==> config.mk <==
export PLATFORM = sky130hd
export DESIGN_NAME = hazard_stall_unit
export DESIGN_NICKNAME = d
export VERILOG_FILES = /design/src/rtl/hazard_stall_unit.sv
export SDC_FILE = /design/constraint.sdc
export NUM_CORES = 1
export LEC_CHECK = 0
export ABC_AREA = 0
export CAP_MARGIN = 10
export CORE_AREA = 2 2 40 42
export DETAILED_ROUTE_END_ITERATION = 12
export DIE_AREA = 0 0 42 44
export DONT_BUFFER_PORTS = 1
export PLACE_DENSITY = 0.69
export SYNTH_ARGS = -nofsm -noshare
export SYNTH_HDL_FRONTEND = slang
export SYNTH_SLANG_ARGS = --single-unit
==> constraint.sdc <==
create_clock -name clk -period 1.45 [get_ports clk]
set_input_delay 0.145 -clock clk [delete_from_list [all_inputs] [get_ports clk]]
set_output_delay 0.145 -clock clk [all_outputs]
set_load 0.005 [all_outputs]
==> src/rtl/hazard_stall_unit.sv <==
// hazard_stall_unit: load-use, branch-in-ID and divider stall control for the 5-stage core.
// All outputs are combinational from the inputs and the divider FSM state.
module hazard_stall_unit #(
    parameter int unsigned DIV_LATENCY = 32
) (
    input  logic       clk,
    input  logic       reset,
    input  logic [4:0] rs1_address_id_i,
    input  logic [4:0] rs2_address_id_i,
    input  logic       rs1_in_use_i,
    input  logic       rs2_in_use_i,
    input  logic       branch_id_i,
    input  logic       branch_taken_id_i,
    input  logic [4:0] rd_address_ex_i,
    input  logic       reg_write_ex_i,
    input  logic       mem_to_reg_ex_i,
    input  logic [4:0] rd_address_mem_i,
    input  logic       mem_to_reg_mem_i,
    input  logic       div_start_ex_i,
    output logic       pc_en_o,
    output logic       if_id_en_o,
    output logic       id_ex_en_o,
    output logic       control_pass_o,
    output logic       ex_mem_bubble_o,
    output logic       if_id_flush_o,
    output logic       div_busy_o,
    output logic       div_done_o
);
    typedef enum logic [1:0] {S_IDLE, S_BUSY, S_DONE} state_t;
    localparam logic [5:0] LAT_M1 = 6'(DIV_LATENCY - 1);
    state_t     r_state, w_state_nx;
    logic [5:0] r_cnt, w_cnt_nx;
    logic       w_ex1, w_ex2, w_mem1, w_mem2;
    logic       w_load_use, w_branch_haz, w_haz, w_div_stall;
    assign w_ex1  = rs1_in_use_i && rs1_address_id_i != 5'd0 && rs1_address_id_i == rd_address_ex_i;
    assign w_ex2  = rs2_in_use_i && rs2_address_id_i != 5'd0 && rs2_address_id_i == rd_address_ex_i;
    assign w_mem1 = rs1_in_use_i && rs1_address_id_i != 5'd0 && rs1_address_id_i == rd_address_mem_i;
    assign w_mem2 = rs2_in_use_i && rs2_address_id_i != 5'd0 && rs2_address_id_i == rd_address_mem_i;
    assign w_load_use   = mem_to_reg_ex_i && (w_ex1 || w_ex2);
    assign w_branch_haz = branch_id_i && ((reg_write_ex_i && (w_ex1 || w_ex2)) ||
                                         (mem_to_reg_mem_i && (w_mem1 || w_mem2)));
    assign w_haz        = w_load_use || w_branch_haz;
    // The first stall cycle is combinational so the divide is held in EX on entry.
    assign w_div_stall  = !reset && ((r_state == S_IDLE && div_start_ex_i) || r_state == S_BUSY);
    always_comb begin
        w_state_nx = r_state;
        w_cnt_nx   = r_cnt;
        case (r_state)
            S_IDLE: if (div_start_ex_i) begin
                w_state_nx = (DIV_LATENCY == 1) ? S_DONE : S_BUSY;
                w_cnt_nx   = LAT_M1;
            end
            S_BUSY: begin
                w_cnt_nx   = r_cnt - 6'd1;
                w_state_nx = (r_cnt == 6'd1) ? S_DONE : S_BUSY;
            end
            default: w_state_nx = S_IDLE;
        endcase
    end
    always_ff @(posedge clk) begin
        if (reset) begin
            r_state <= S_IDLE;
            r_cnt   <= 6'd0;
        end else begin
            r_state <= w_state_nx;
            r_cnt   <= w_cnt_nx;
        end
    end
    assign pc_en_o         = reset || !(w_div_stall || w_haz);
    assign if_id_en_o      = pc_en_o;
    assign id_ex_en_o      = reset || !w_div_stall;
    assign control_pass_o  = !reset && (w_div_stall || !w_haz);
    assign ex_mem_bubble_o = w_div_stall;
    assign if_id_flush_o   = !reset && branch_taken_id_i && pc_en_o;
    assign div_busy_o      = w_div_stall;
    assign div_done_o      = !reset && r_state == S_DONE;
endmodule

* Word-level counts from Yosys, hierarchy flattened
Index checks and enable logic that the tools add are counted.
Word-level totals: input port bits 30, register bits after elaboration 8, word-level logic and storage cells 50
Cells by class: reduce and logical (&&, ||, !) cells 34, $add $sub $neg 1, multiplexer cells 5, eq/ne operators 8
Operator list (number):
- $eq A5 B5 Y1 | 4
- $logic_and A1 B1 Y1 | 16
- $pmux W6 S2 | 1
- $reduce_bool A5 Y1 | 2
- $logic_or A1 B1 Y1 | 9
- $eq A6 B1 Y1 const B | 1
- $mux W6 | 1
- $sub A6 B1 Y6 const B | 1
- $logic_not A1 Y1 | 4
- $mux W2 | 2
- $pmux W2 S2 | 1
- $eq A2 B1 Y1 const B | 1
- $eq A2 B2 Y1 const B | 1
- $logic_not A2 Y1 | 1
- $ne A2 B2 Y1 const B | 1
- $reduce_and A2 Y1 | 1
- $reduce_bool A2 Y1 | 1

* Longest topological paths before layout
word-level depth 12, depth in mapped cells 6

* Worst setup path before layout
Ideal clock, no wire load.
path kind input -> output, from input rs2_address_id_i[1], to output pc_en_o, slack -82 ps, buffers on the path 1, data arrival time 1387 ps, stages 6, cells stage by stage or4_1 > o21ai_2 > or4_4 > a21oi_2 > o31ai_2 > buf_4
On the way: word-level cells in the longest chain between the ends 11
Ends and longest elaborated chain:
- start: declaration | line 9 | input logic [4:0] rs2_address_id_i,
- $reduce_bool A5 Y1 | line 36, 38
- $logic_and A1 B1 Y1 | line 36, 38
- $logic_and A1 B1 Y1, on equally long branches | line 36, 38
- $logic_or A1 B1 Y1, on equally long branches | line 39, 40, 41
- $logic_and A1 B1 Y1, on equally long branches | line 40, 41
- $logic_or A1 B1 Y1 | line 40 | assign w_branch_haz = branch_id_i && ((reg_write_ex_i && (w_ex1 || w_ex2)) ||
- $logic_and A1 B1 Y1 | line 40
- $logic_or A1 B1 Y1 * | line 42 | assign w_haz = w_load_use || w_branch_haz;
- $logic_or A1 B1 Y1 * | line 69 | assign pc_en_o = reset || !(w_div_stall || w_haz);
- $logic_not A1 Y1 * | line 69
- $logic_or A1 B1 Y1 * | line 69
- end: declaration | line 20 | output logic pc_en_o,
Mark *: on every way between the ends. The rest lies on a longest branch, timed or not.

* Final worst setup path
Same ends and word-level chain as after synthesis.

==> qor.yml <==
status: "finished clean"
diodes: 0
route.vias.total: 637
synth_compound_area_share_pct: 17.93
drt.antenna.violating_nets: 0
netlist.top_cell.by_area: "dfxtp_1"
slew_headroom_pct: 76.67
syn_to_final_growth_pct: 13.45
cp_common_cell: "or4_4"
worstHoldEndpoint: "r_cnt[4]$_SDFFE_PP0P_"
worst_setup_path_start_kind: "primary input"
final_cell_mix: "12 x xnor2_1, 11 x xor2_1, 8 x dfxtp_1"
htreeDepth: 1
grt_max_degree: 8
core-area_sq_um: 1419
clock_latency_ns: 0.26
synthMuxAreaShare_pct: 1.552
antenna_found_initial: 0
crit_path_max_fanout: 3
die_x_microns: 42
rr_endpoint: "r_cnt[4]$_SDFFE_PP0P_"
synthXorXnorAreaFrac_pct: 27.76
cts.clk_slew.worst_paths_ns: 0.06
cts.sinks: 8
r2r-start: "r_state[1]$_SDFFE_PP0P_"
drive_gt1_share_pct: 21.11
syn-cell-area_sq_um: 725.7
root_buffer: "clkbuf_4"
setup_viol: 0
wl_per_cell_microns: 14.90
wirelength_mm: 1.579
period_share_pct: 98.94
io_pins: 38
ys_top_cells_by_area: "dfxtp_1 22%, xnor2_1 14%, xor2_1 13%"
holdPathStages: 2
gp_congestion: 0.7694
drtPass1Iterations: 4
postCtsSetupRepairBufs: 0
synth_area_per_cell_sq_um: 8.341
ir_drop_v: 0.0003499
slew_violations: 0
drc_errors: 0
synthDominantCellAreaShare_pct: 22.07
cts_buffer_depth: 2
path_buf_inv: 0
dp_hpwl_mm: 1.328
finalSetupTns_ns: 0
layout.cells.non_filler: 106
r2r_setup_slack_ns: 0.13
setup.worst_path.class: "in2out"
cp_top_family: "simple AND/OR/NAND/NOR gates"
syn-num-nets: 119
fmax_mhz: 697.0
ys.flop_type: "dfxtp_1"
cp.required_ns: 1.31
worstMarginPinSlew_ns: 0.3468
hold_path_class: "in2reg"
cap_violations: 0
power_leakage_nw: 0.2867
synthAdderAreaFrac_pct: 3.448
cp-end-kind: "output pin"
grt_remaining_overflow: 0
synthCells: 87
dp_cells: 102
hold_slack_ns: 0.1574
initial_core_util_pct: 51.15
portBuffers: 0
fin_area_sq_um: 823.3
clock_skew_ns: 0.005546
num_rows: 14
dieArea_sq_um: 1848
crit_chain: "or4_4 -> o21ai_4 -> or4_4 -> a21oi_4 -> o31ai_4"
synth_edf_count: 0
arrival_ns: 1.29
nets: 124
track_usage_pct: 18.85
crit_slowest_cell: "or4_4"
worstHoldStart: "div_start_ex_i"
fin_crit_ns: 1.435
via_per_inst: 6.009
cts_tree: "yes"
grt_pass1_wl_mm: 2.566
numCtsBuffers: 3
die_h_microns: 44
placed_area_sq_um: 742.0
hold_violations: 0
yosys.area_share.simple_pct: 22.59
yosysSeqAreaShare_pct: 22.07
slowest_delay_ns: 0.53
synth_top_family_by_area: "XOR/XNOR gates"
drt_iter0_drc: 2
reg2reg_depth: 5
mostFrequentLayoutCell: "xnor2_1"
ys_ff_latch: 8
async_flop_share_pct: 0
grt_pass1_vias: 688
synth.distinct_cells: 29
ys_warn_count: 0
power_density_nw_per_um2: 769.8
rsz0062_at_grt: "yes"
worst max path at each step:
stage | startpoint | endpoint | slack [ns] | depth (start not counted)
floorplan | rs2_address_id_i[1] | pc_en_o | -0.08 | 6
global placement | rs2_address_id_i[1] | pc_en_o | -0.009 | 5
detailed placement | rs2_address_id_i[1] | pc_en_o | -0.05 | 5
CTS | rs2_address_id_i[1] | pc_en_o | -0.02 | 4
global route | rs2_address_id_i[1] | pc_en_o | -0.02 | 5
finish | rs2_address_id_i[1] | pc_en_o | 0.02 | 5
cells by family (layout without fill, tap and decap cells):
| logic type | count (synthesis) | in the layout |
|---|---|---|
| AOI/OAI and AO/OA | 16 | 16 |
| DFF | 8 | 8 |
| muxes | 1 | 1 |
| xor gates and xnor gates | 23 | 23 |
| and+or+nand+nor | 30 | 30 |
| buffers and inverters | 7 | 10 |
| adders and majority gates | 2 | 2 |
through the flow:
step / total power [mW] / utilization [%] / setup slack, ns
after floorplan: 0.4212 / - / -0.08203
after global placement: 0.4446 / 52.29 / -0.008813
after detailed placement: 0.4489 / 52.29 / -0.04716
after CTS: 0.6269 / 55.20 / -0.01577
after global routing: 0.6721 / 58.02 / -0.01986
final: 0.6337 / 58.02 / 0.01533
final cells by class:
type / count / area [sq um]
Inverter: 4 / 15.01
Tap cell: 16 / 20.02
Multi-Input combinational cell: 72 / 580.6
Fill cell: 142 / 595.6
Clock buffer: 3 / 22.52
Sequential cell: 8 / 160.2
Timing Repair Buffer: 3 / 25.02
state kept, by name, summed over array words and instances (netlist names):
name and flops:
r_cnt 6, r_state 2
per-layer routing:
layer,part of all wire [%],track usage [%],vias up
met1,34,17.42,292
met3,9.0,5.417,4
li1,-,-,312
met4,1.7,11.61,0
met5,0,0,-
met2,55,36.25,29
cell usage after synthesis, types with 2 or more instances:
cell	n
a211oi_2	2
a21oi_1	4
buf_4	2
dfxtp_1	8
ha_1	2
inv_1	4
nand2_1	7
nand3_1	5
nor2_1	4
nor3_1	3
nor4_1	4
o21ai_2	2
or4_1	2
or4_4	2
xnor2_1	12
xor2_1	11
report_power, final:
part           total (mW)  switching, mW  internal (mW)
combinational       0.192         0.0928         0.0993
sequential          0.269         0.0247          0.244
clock               0.173         0.0778         0.0949
what timing repair did:
item,4_1_cts,5_1_grt
setup endpoints to repair,2,5
pin swaps,0,1
hold endpoints to repair,7,0
hold buffers,1,0
gates resized for setup,1,7
Power figures use the tool's default switching activity.
